[src/rtl/wbs_ctrl_mc_if.sv]
// Wishbone slave bus bundle for wbs_ctrl_mc: request fields from the master,
// ack/err/read-data back from the slave.
interface wbs_ctrl_mc_if;
    logic        wbs_cyc_i;
    logic        wbs_stb_i;
    logic        wbs_we_i;
    logic [3:0]  wbs_sel_i;
    logic [31:0] wbs_adr_i;
    logic [31:0] wbs_dat_i;
    logic        wbs_ack_o;
    logic        wbs_err_o;
    logic [31:0] wbs_dat_o;

    modport master (
        output wbs_cyc_i, wbs_stb_i, wbs_we_i, wbs_sel_i, wbs_adr_i, wbs_dat_i,
        input  wbs_ack_o, wbs_err_o, wbs_dat_o
    );

    modport slave (
        input  wbs_cyc_i, wbs_stb_i, wbs_we_i, wbs_sel_i, wbs_adr_i, wbs_dat_i,
        output wbs_ack_o, wbs_err_o, wbs_dat_o
    );
endinterface

[src/rtl/wbs_ctrl_mc.sv]
// Wishbone slave bridging 32-bit accesses onto NUM_CH wide memory channels,
// with a lane-merging write staging buffer and a small control register block.
module wbs_ctrl_mc #(
    parameter int NUM_CH = 4,
    parameter int MEM_DW = 64,
    parameter int MEM_AW = 6,
    parameter int RD_LAT = 1
) (
    input  logic                     wb_clk_i,
    input  logic                     wb_rst_ni,
    wbs_ctrl_mc_if.slave             bus,
    output logic                     wbs_mode,
    output logic                     wbs_debug,
    output logic [NUM_CH-1:0]        mem_csb,
    output logic [NUM_CH-1:0]        mem_web,
    output logic [MEM_AW-1:0]        mem_addr,
    output logic [MEM_DW-1:0]        mem_wdata,
    output logic [MEM_DW/8-1:0]      mem_wmask,
    input  logic [NUM_CH*MEM_DW-1:0] mem_rdata
);

    localparam int NL = MEM_DW / 32;
    localparam int LW = (NL > 1) ? $clog2(NL) : 1;
    localparam int CW = (NUM_CH > 1) ? $clog2(NUM_CH) : 1;
    localparam int NB = MEM_DW / 8;
    localparam int TW = CW + MEM_AW;

    typedef enum logic [1:0] {IDLE, EXEC, RD_WAIT, RESP} state_t;

    state_t state, next_state;

    logic              we_q, err_q;
    logic [3:0]        sel_q;
    logic [31:0]       adr_q, dat_q, rd_data;
    logic [2:0]        rd_cnt;
    logic [15:0]       commit_cnt;
    logic [MEM_DW-1:0] stage_buf, merged_buf, rd_word;
    logic [NB-1:0]     stage_mask, merged_mask;
    logic [TW-1:0]     stage_tag, tag_new;
    logic [CW-1:0]     ch;
    logic [LW-1:0]     lane;
    logic [MEM_AW-1:0] maddr;
    logic              ctrl_q, last_lane, tag_hit, write_commit, rd_strobe;
    logic [31:0]       rd_lane;

    function automatic logic is_chan_f(input logic [31:0] adr);
        return (adr[31:24] >= 8'h31) && (adr[31:24] < 8'(8'h31 + NUM_CH));
    endfunction

    function automatic logic is_mapped_f(input logic [31:0] adr, input logic we);
        logic ctrl_ok;
        ctrl_ok = (adr[23:0] == 24'd0) || (adr[23:0] == 24'd1) ||
                  ((adr[23:0] == 24'd2) && !we);
        return is_chan_f(adr) || ((adr[31:24] == 8'h30) && ctrl_ok);
    endfunction

    assign ctrl_q       = (adr_q[31:24] == 8'h30);
    assign ch           = CW'(adr_q[31:24] - 8'h31);
    assign lane         = (NL > 1) ? adr_q[LW-1:0] : '0;
    assign maddr        = adr_q[LW+MEM_AW-1:LW];
    assign last_lane    = (lane == LW'(NL - 1));
    assign tag_new      = {ch, maddr};
    assign tag_hit      = (tag_new == stage_tag);
    assign write_commit = (state == EXEC) && !err_q && !ctrl_q && we_q && last_lane;
    assign rd_strobe    = (state == RD_WAIT) && (rd_cnt == 3'd0);
    assign rd_word      = mem_rdata[int'(ch)*MEM_DW +: MEM_DW];
    assign rd_lane      = rd_word[int'(lane)*32 +: 32];

    assign bus.wbs_ack_o = (state == RESP) && !err_q;
    assign bus.wbs_err_o = (state == RESP) && err_q;
    assign bus.wbs_dat_o = rd_data;

    // A write to a different {channel, address} starts a fresh mask
    always_comb begin
        merged_buf  = stage_buf;
        merged_mask = tag_hit ? stage_mask : '0;
        for (int b = 0; b < 4; b++) begin
            if (sel_q[b]) begin
                merged_buf[int'(lane)*32 + b*8 +: 8] = dat_q[b*8 +: 8];
                merged_mask[int'(lane)*4 + b]        = 1'b1;
            end
        end
    end

    always_ff @(posedge wb_clk_i or negedge wb_rst_ni) begin
        if (!wb_rst_ni) state <= IDLE;
        else            state <= next_state;
    end

    // Unmapped accesses also pass through EXEC so every non-read response lands on the same cycle
    always_comb begin
        next_state = state;
        mem_csb    = '1;
        mem_web    = '1;
        mem_addr   = '0;
        mem_wdata  = '0;
        mem_wmask  = '0;
        case (state)
            IDLE: begin
                if (bus.wbs_cyc_i && bus.wbs_stb_i) begin
                    if (is_chan_f(bus.wbs_adr_i) && !bus.wbs_we_i) next_state = RD_WAIT;
                    else                                           next_state = EXEC;
                end
            end
            EXEC:    next_state = RESP;
            RD_WAIT: if (rd_cnt == 3'(RD_LAT)) next_state = RESP;
            RESP:    next_state = IDLE;
            default: next_state = IDLE;
        endcase
        if (write_commit) begin
            mem_csb[ch] = 1'b0;
            mem_web[ch] = 1'b0;
            mem_addr    = maddr;
            mem_wdata   = merged_buf;
            mem_wmask   = merged_mask;
        end else if (rd_strobe) begin
            mem_csb[ch] = 1'b0;
            mem_addr    = maddr;
        end
    end

    always_ff @(posedge wb_clk_i or negedge wb_rst_ni) begin
        if (!wb_rst_ni) begin
            we_q       <= 1'b0;
            err_q      <= 1'b0;
            sel_q      <= '0;
            adr_q      <= '0;
            dat_q      <= '0;
            rd_cnt     <= '0;
            rd_data    <= '0;
            wbs_mode   <= 1'b0;
            wbs_debug  <= 1'b0;
            commit_cnt <= '0;
            stage_buf  <= '0;
            stage_mask <= '0;
            stage_tag  <= '0;
        end else begin
            case (state)
                IDLE: begin
                    rd_cnt <= '0;
                    if (bus.wbs_cyc_i && bus.wbs_stb_i) begin
                        we_q  <= bus.wbs_we_i;
                        sel_q <= bus.wbs_sel_i;
                        adr_q <= bus.wbs_adr_i;
                        dat_q <= bus.wbs_dat_i;
                        err_q <= !is_mapped_f(bus.wbs_adr_i, bus.wbs_we_i);
                    end
                end
                EXEC: begin
                    if (!err_q && ctrl_q) begin
                        if (we_q) begin
                            if (adr_q[23:0] == 24'd0) wbs_mode  <= dat_q[0];
                            else                      wbs_debug <= dat_q[0];
                        end else begin
                            case (adr_q[1:0])
                                2'd0:    rd_data <= {31'd0, wbs_mode};
                                2'd1:    rd_data <= {31'd0, wbs_debug};
                                default: rd_data <= {16'd0, commit_cnt};
                            endcase
                        end
                    end else if (!err_q && we_q) begin
                        stage_buf <= merged_buf;
                        stage_tag <= tag_new;
                        if (last_lane) begin
                            stage_mask <= '0;
                            commit_cnt <= commit_cnt + 16'd1;
                        end else begin
                            stage_mask <= merged_mask;
                        end
                    end
                end
                RD_WAIT: begin
                    rd_cnt <= rd_cnt + 3'd1;
                    if (rd_cnt == 3'(RD_LAT)) rd_data <= rd_lane;
                end
                default: ;
            endcase
        end
    end

endmodule

[src/flat_wrapper.sv]
// flat-port wrapper written by rule: the top's interface ports become plain ports
module wbs_ctrl_mc_flat 
#(
    parameter int NUM_CH = 4,
    parameter int MEM_DW = 64,
    parameter int MEM_AW = 6,
    parameter int RD_LAT = 1
)
  (wb_clk_i, wb_rst_ni, wbs_mode, wbs_debug, mem_csb, mem_web, mem_addr, mem_wdata, mem_wmask, mem_rdata, bus_wbs_cyc_i, bus_wbs_stb_i, bus_wbs_we_i, bus_wbs_sel_i, bus_wbs_adr_i, bus_wbs_dat_i, bus_wbs_ack_o, bus_wbs_err_o, bus_wbs_dat_o);
  wbs_ctrl_mc_if bus_i ();
  input  logic wb_clk_i;
  input  logic wb_rst_ni;
  output logic wbs_mode;
  output logic wbs_debug;
  output logic [NUM_CH-1:0] mem_csb;
  output logic [NUM_CH-1:0] mem_web;
  output logic [MEM_AW-1:0] mem_addr;
  output logic [MEM_DW-1:0] mem_wdata;
  output logic [MEM_DW/8-1:0] mem_wmask;
  input  logic [NUM_CH*MEM_DW-1:0] mem_rdata;
  input wire logic [$bits(bus_i.wbs_cyc_i)-1:0] bus_wbs_cyc_i;
  input wire logic [$bits(bus_i.wbs_stb_i)-1:0] bus_wbs_stb_i;
  input wire logic [$bits(bus_i.wbs_we_i)-1:0] bus_wbs_we_i;
  input wire logic [$bits(bus_i.wbs_sel_i)-1:0] bus_wbs_sel_i;
  input wire logic [$bits(bus_i.wbs_adr_i)-1:0] bus_wbs_adr_i;
  input wire logic [$bits(bus_i.wbs_dat_i)-1:0] bus_wbs_dat_i;
  output wire logic [$bits(bus_i.wbs_ack_o)-1:0] bus_wbs_ack_o;
  output wire logic [$bits(bus_i.wbs_err_o)-1:0] bus_wbs_err_o;
  output wire logic [$bits(bus_i.wbs_dat_o)-1:0] bus_wbs_dat_o;
  assign bus_i.wbs_cyc_i = bus_wbs_cyc_i;
  assign bus_i.wbs_stb_i = bus_wbs_stb_i;
  assign bus_i.wbs_we_i = bus_wbs_we_i;
  assign bus_i.wbs_sel_i = bus_wbs_sel_i;
  assign bus_i.wbs_adr_i = bus_wbs_adr_i;
  assign bus_i.wbs_dat_i = bus_wbs_dat_i;
  assign bus_wbs_ack_o = bus_i.wbs_ack_o;
  assign bus_wbs_err_o = bus_i.wbs_err_o;
  assign bus_wbs_dat_o = bus_i.wbs_dat_o;
  wbs_ctrl_mc #(.NUM_CH(NUM_CH), .MEM_DW(MEM_DW), .MEM_AW(MEM_AW), .RD_LAT(RD_LAT)) u_core (.wb_clk_i(wb_clk_i), .wb_rst_ni(wb_rst_ni), .bus(bus_i), .wbs_mode(wbs_mode), .wbs_debug(wbs_debug), .mem_csb(mem_csb), .mem_web(mem_web), .mem_addr(mem_addr), .mem_wdata(mem_wdata), .mem_wmask(mem_wmask), .mem_rdata(mem_rdata));
endmodule
[config.mk]
export PLATFORM = sky130hd
export DESIGN_NAME = wbs_ctrl_mc_flat
export DESIGN_NICKNAME = d
export VERILOG_FILES = /design/src/rtl/wbs_ctrl_mc_if.sv /design/src/rtl/wbs_ctrl_mc.sv /design/src/flat_wrapper.sv
export SDC_FILE = /design/constraint.sdc
export NUM_CORES = 1
export LEC_CHECK = 0
export BUFFER_PORTS_ARGS = -buffer_cell sky130_fd_sc_hd__buf_2
export CORE_ASPECT_RATIO = 0.9
export CORE_UTILIZATION = 30
export CTS_CLUSTER_SIZE = 10
export DETAILED_ROUTE_END_ITERATION = 6
export PLACE_DENSITY = 0.68
export SLEW_MARGIN = 15
export SYNTH_ARGS = -nofsm -noshare
export SYNTH_HDL_FRONTEND = slang
export SYNTH_SLANG_ARGS = --single-unit
export TNS_END_PERCENT = 20
[constraint.sdc]
create_clock -name wb_clk_i -period 2.9 [get_ports wb_clk_i]
set_input_delay 0 -clock wb_clk_i [delete_from_list [all_inputs] [get_ports wb_clk_i]]
set_output_delay 0 -clock wb_clk_i [all_outputs]
set_load 0.1 [all_outputs]
==> results.toml <==
[logic_synthesis]
synth_flop_cell = "dfrtp_1"
yosysMostFrequentCell = "dfrtp_1"
yosysTopAreaCell = "dfrtp_1"
yosysTopAreaCellShare_pct = 45.1
synth_compound_area_share_pct = 6.56
synth_top_family_by_area = "multiplexers"
synth_mux_area_share_pct = 31.2
netlist_area_mm2 = 0.0114
synth_warnings = 0
ys_top_cells_by_area = "dfrtp_1 45%, mux2_2 17%, mux4_2 5.7%, mux2i_1 4.6%, mux4_1 4.4%"
yosysSeqAreaShare_pct = 45.1
synth-async-reset-ratio_pct = 100
synth_adder_area_share_pct = 1.32
synth-edff-count = 0
yosys.area_share.simple_pct = 10.3
ys_types = 50
ys_seq_elements = 205
synth_cells = 935
synthTopCellsByCount = "205 x dfrtp_1, 167 x mux2_2, 77 x nand2_1, 52 x mux2i_1, 48 x and2_1"
avgSynthCellArea_um2 = 12.2
synth_xor_area_share_pct = 1.92
syn-num-nets = 1276

[floorplan]
core_area_mm2 = 0.0373
start_util_pct = 30.5
num_rows = 67
die-area_mm2 = 0.0387
die_w_um = 207
ioPinCount = 451
die_h_um = 187

[detailed_routing]
vias = 10200
drc = 0
totalWireLength_mm = 41.7
drt-vias-per-instance = 5.08
wl_per_cell_um = 20.8
drt_iter0_drc = 621
ant_nets = 0
first_pass_iters = 5

[sta]
final_hold_viol_count = 0
worst_pin_slew_ns = 0.765
min_period_ns = 2.83
finalSetupViolations = 0
setup_tns_ns = 0
fin_crit_sh_pct = 97.6
slew_headroom_pct = 48.8
worst_clock_skew_ns = 0.0238
fmax_mhz = 353
final_max_slew_viol_count = 0

[final_layout]
final_nets = 1851
fillCellCount = 3397
layout-drive-gt1-share_pct = 53.0
stdcell_count = 2003
area_growth_pct = 50.2
final_core_util_pct = 45.8

[grt]
grt-ovfl-total = 0
antenna_found_initial = 3
grt_pass1_vias = 11000
track_usage_pct = 21.4
grt_first_pass_wirelength_mm = 64.7
grt_max_degree = 93

[power_and_ir_drop]
power_frac_comb_pct = 53.3
p_per_area_mw_per_mm2 = 976
pwr-share-seq_pct = 29.6
p_leak_nw = 8.11
p_int_mw = 9.33
swShare_pct = 44.0
power.total_mw = 16.7
p_sw_mw = 7.34
clock_power_share_pct = 17.2
ir_drop_mv = 0.658

[setup_path]
path_cells = "inv_1, ha_1, nand3b_1, a211o_4, buf_12, a21oi_4, buf_2"
start_kind = "flip-flop"
endpoint_kind = "primary output"
cp.required_ns = 2.90
worstPathArrival_ns = 2.83
critPathMaxFanout = 39
critical_path_class = "flip-flop to primary output"
slowest_stage = "buf_2"
cpPeakStageDelay_ns = 0.44

[placed_design]
portBuffers = 450
globalplace.congestion = 0.978
dpl.hpwl_mm = 29.1
place_inst = 1830

[cts]
cts.sinks = 205
insertion_delay_ns = 0.54
clockBufferDepth = 3
numCtsBuffers = 25
cts_tree = "done"
cts_root_buf = "clkbuf_16"
cts_htree_levels = 1
clkTransAtPathRegs_ns = 0.06

[status]
outcome = "finished clean"

[worst_hold_path]
hold_path_class = "primary input to flip-flop"

[job]
cap_viol_max_count = 0
## layout by cell type (no fill, tap or decap), types with 6 or more instances in the layout
cell type      netlist  layout
buf_2               20     412
dfrtp_1            205     203
mux2_2             167     167
dlygate4sd3_1        0     133
nand2_1             77      73
mux2i_1             52      52
nand3_1             39      38
buf_4                2      30
mux4_2              29      29
and2_2               0      28
inv_1               26      26
a21oi_4              0      26
clkbuf_16            0      25
buf_12               0      20
mux4_1              19      19
a22oi_1             18      18
and2_1              48      16
xnor2_1             16      16
a22o_1              16      16
o211ai_1            16      16
clkbuf_4             0      15
nor4_1              14      13
ha_1                12      10
xor2_1               9       9
nand4_1              8       8
and3_1              11       7
nor2_1              11       7
a21oi_2              0       6
## flip-flops by register name, summed over array words and instances, names as in the netlist
signal,flops
u_core.adr_q,32
u_core.rd_cnt,3
u_core.bus.wbs_dat_o,32
u_core.wbs_mode,1
u_core.err_q,1
u_core.stage_mask,8
u_core.commit_cnt,16
u_core.we_q,1
u_core.stage_tag,8
u_core.dat_q,32
u_core.sel_q,4
u_core.stage_buf,64
u_core.state,2
u_core.wbs_debug,1
## power groups by stage
stage	sequential, mW	clock, mW	combinational (mW)
global placement	4.89	0	8.17
global route	5.07	3.07	9.41
detailed placement	4.95	0	8.35
CTS	4.91	2.97	8.85
finish	4.93	2.86	8.88
floorplan	5.64	0	5.42
## path summary, 6_finish.rpt
path	startpoint	endpoint	slack, ns	cells after the start
worst max-delay path	u_core.state[1]$_DFFE_PN0P_	mem_wdata[62]	0.07	7
worst min-delay path	mem_rdata[157]	u_core.bus.wbs_dat_o[29]$_DFFE_PN0P_	0.02	5
worst max register to register	u_core.adr_q[25]$_DFFE_PN0P_	u_core.bus.wbs_dat_o[29]$_DFFE_PN0P_	0.17	8
worst min register to register	u_core.commit_cnt[15]$_DFFE_PN0P_	u_core.commit_cnt[15]$_DFFE_PN0P_	0.49	1
max in group asynchronous	wb_rst_ni	u_core.adr_q[0]$_DFFE_PN0P_	2.05	3
min in group asynchronous	wb_rst_ni	u_core.stage_buf[18]$_DFFE_PN0P_	0.09	2
## area by class of cell
| class | instances | area, um^2 | area share (%) |
|---|---|---|---|
| multi-input combinational | 639 | 6340 | 37.1 |
| clock buffer | 33 | 706 | 4.13 |
| inverter | 26 | 97.6 | 0.571 |
| antenna | 2 | 5.00 | 0.0293 |
| tap | 483 | 604 | 3.54 |
| clock inverter | 2 | 13.8 | 0.0806 |
| timing repair buffer | 613 | 4190 | 24.5 |
| sequential | 205 | 5130 | 30.1 |
## worst max-delay path: cells and delay by family (launching register included)
kind            cells  cell delay [ns]
buf+inv             3             0.75
fa+ha+maj           1             0.19
flops               1             0.41
simple gates        1             0.28
compound gates      2             0.57
## routing by layer
metal / vias to the layer above / track usage [%] / share of wire [%]
met1: 5056 / 28.5 / 44
met4: 2 / 5.74 / 2.5
met3: 75 / 4.76 / 6.8
met2: 451 / 35.0 / 47
met5: - / 0 / 0.031
li1: 4592 / - / -
## kinds of logic (layout without fill, tap and decap cells)
kind of cell,Yosys count,after routing
other cells,0,2
compound gates,107,107
mux,267,267
fa+ha+maj,12,12
xor+xnor,25,25
flops,205,205
buf+inv,91,674
simple gates,228,228
## per-stage QoR
stage	hold WS (ns)	setup slack (ns)	area [um^2]
detailed placement	0.0915	0.239	14900
global route	0.0329	-0.00583	17100
CTS	0.00128	0.00384	17000
floorplan	-0.296	-0.0325	11800
finish	0.0185	0.0689	17100
global placement	0.0912	0.315	14900
## repair_timing
item	in CTS	in global routing
hold buffers	133	0
resized for setup	13	17
pin swaps	1	1
setup endpoints to repair	16	47
endpoints found under the hold margin	176	0
setup buffers	2	1
No activity file was read; power rests on OpenSTA's default activity.
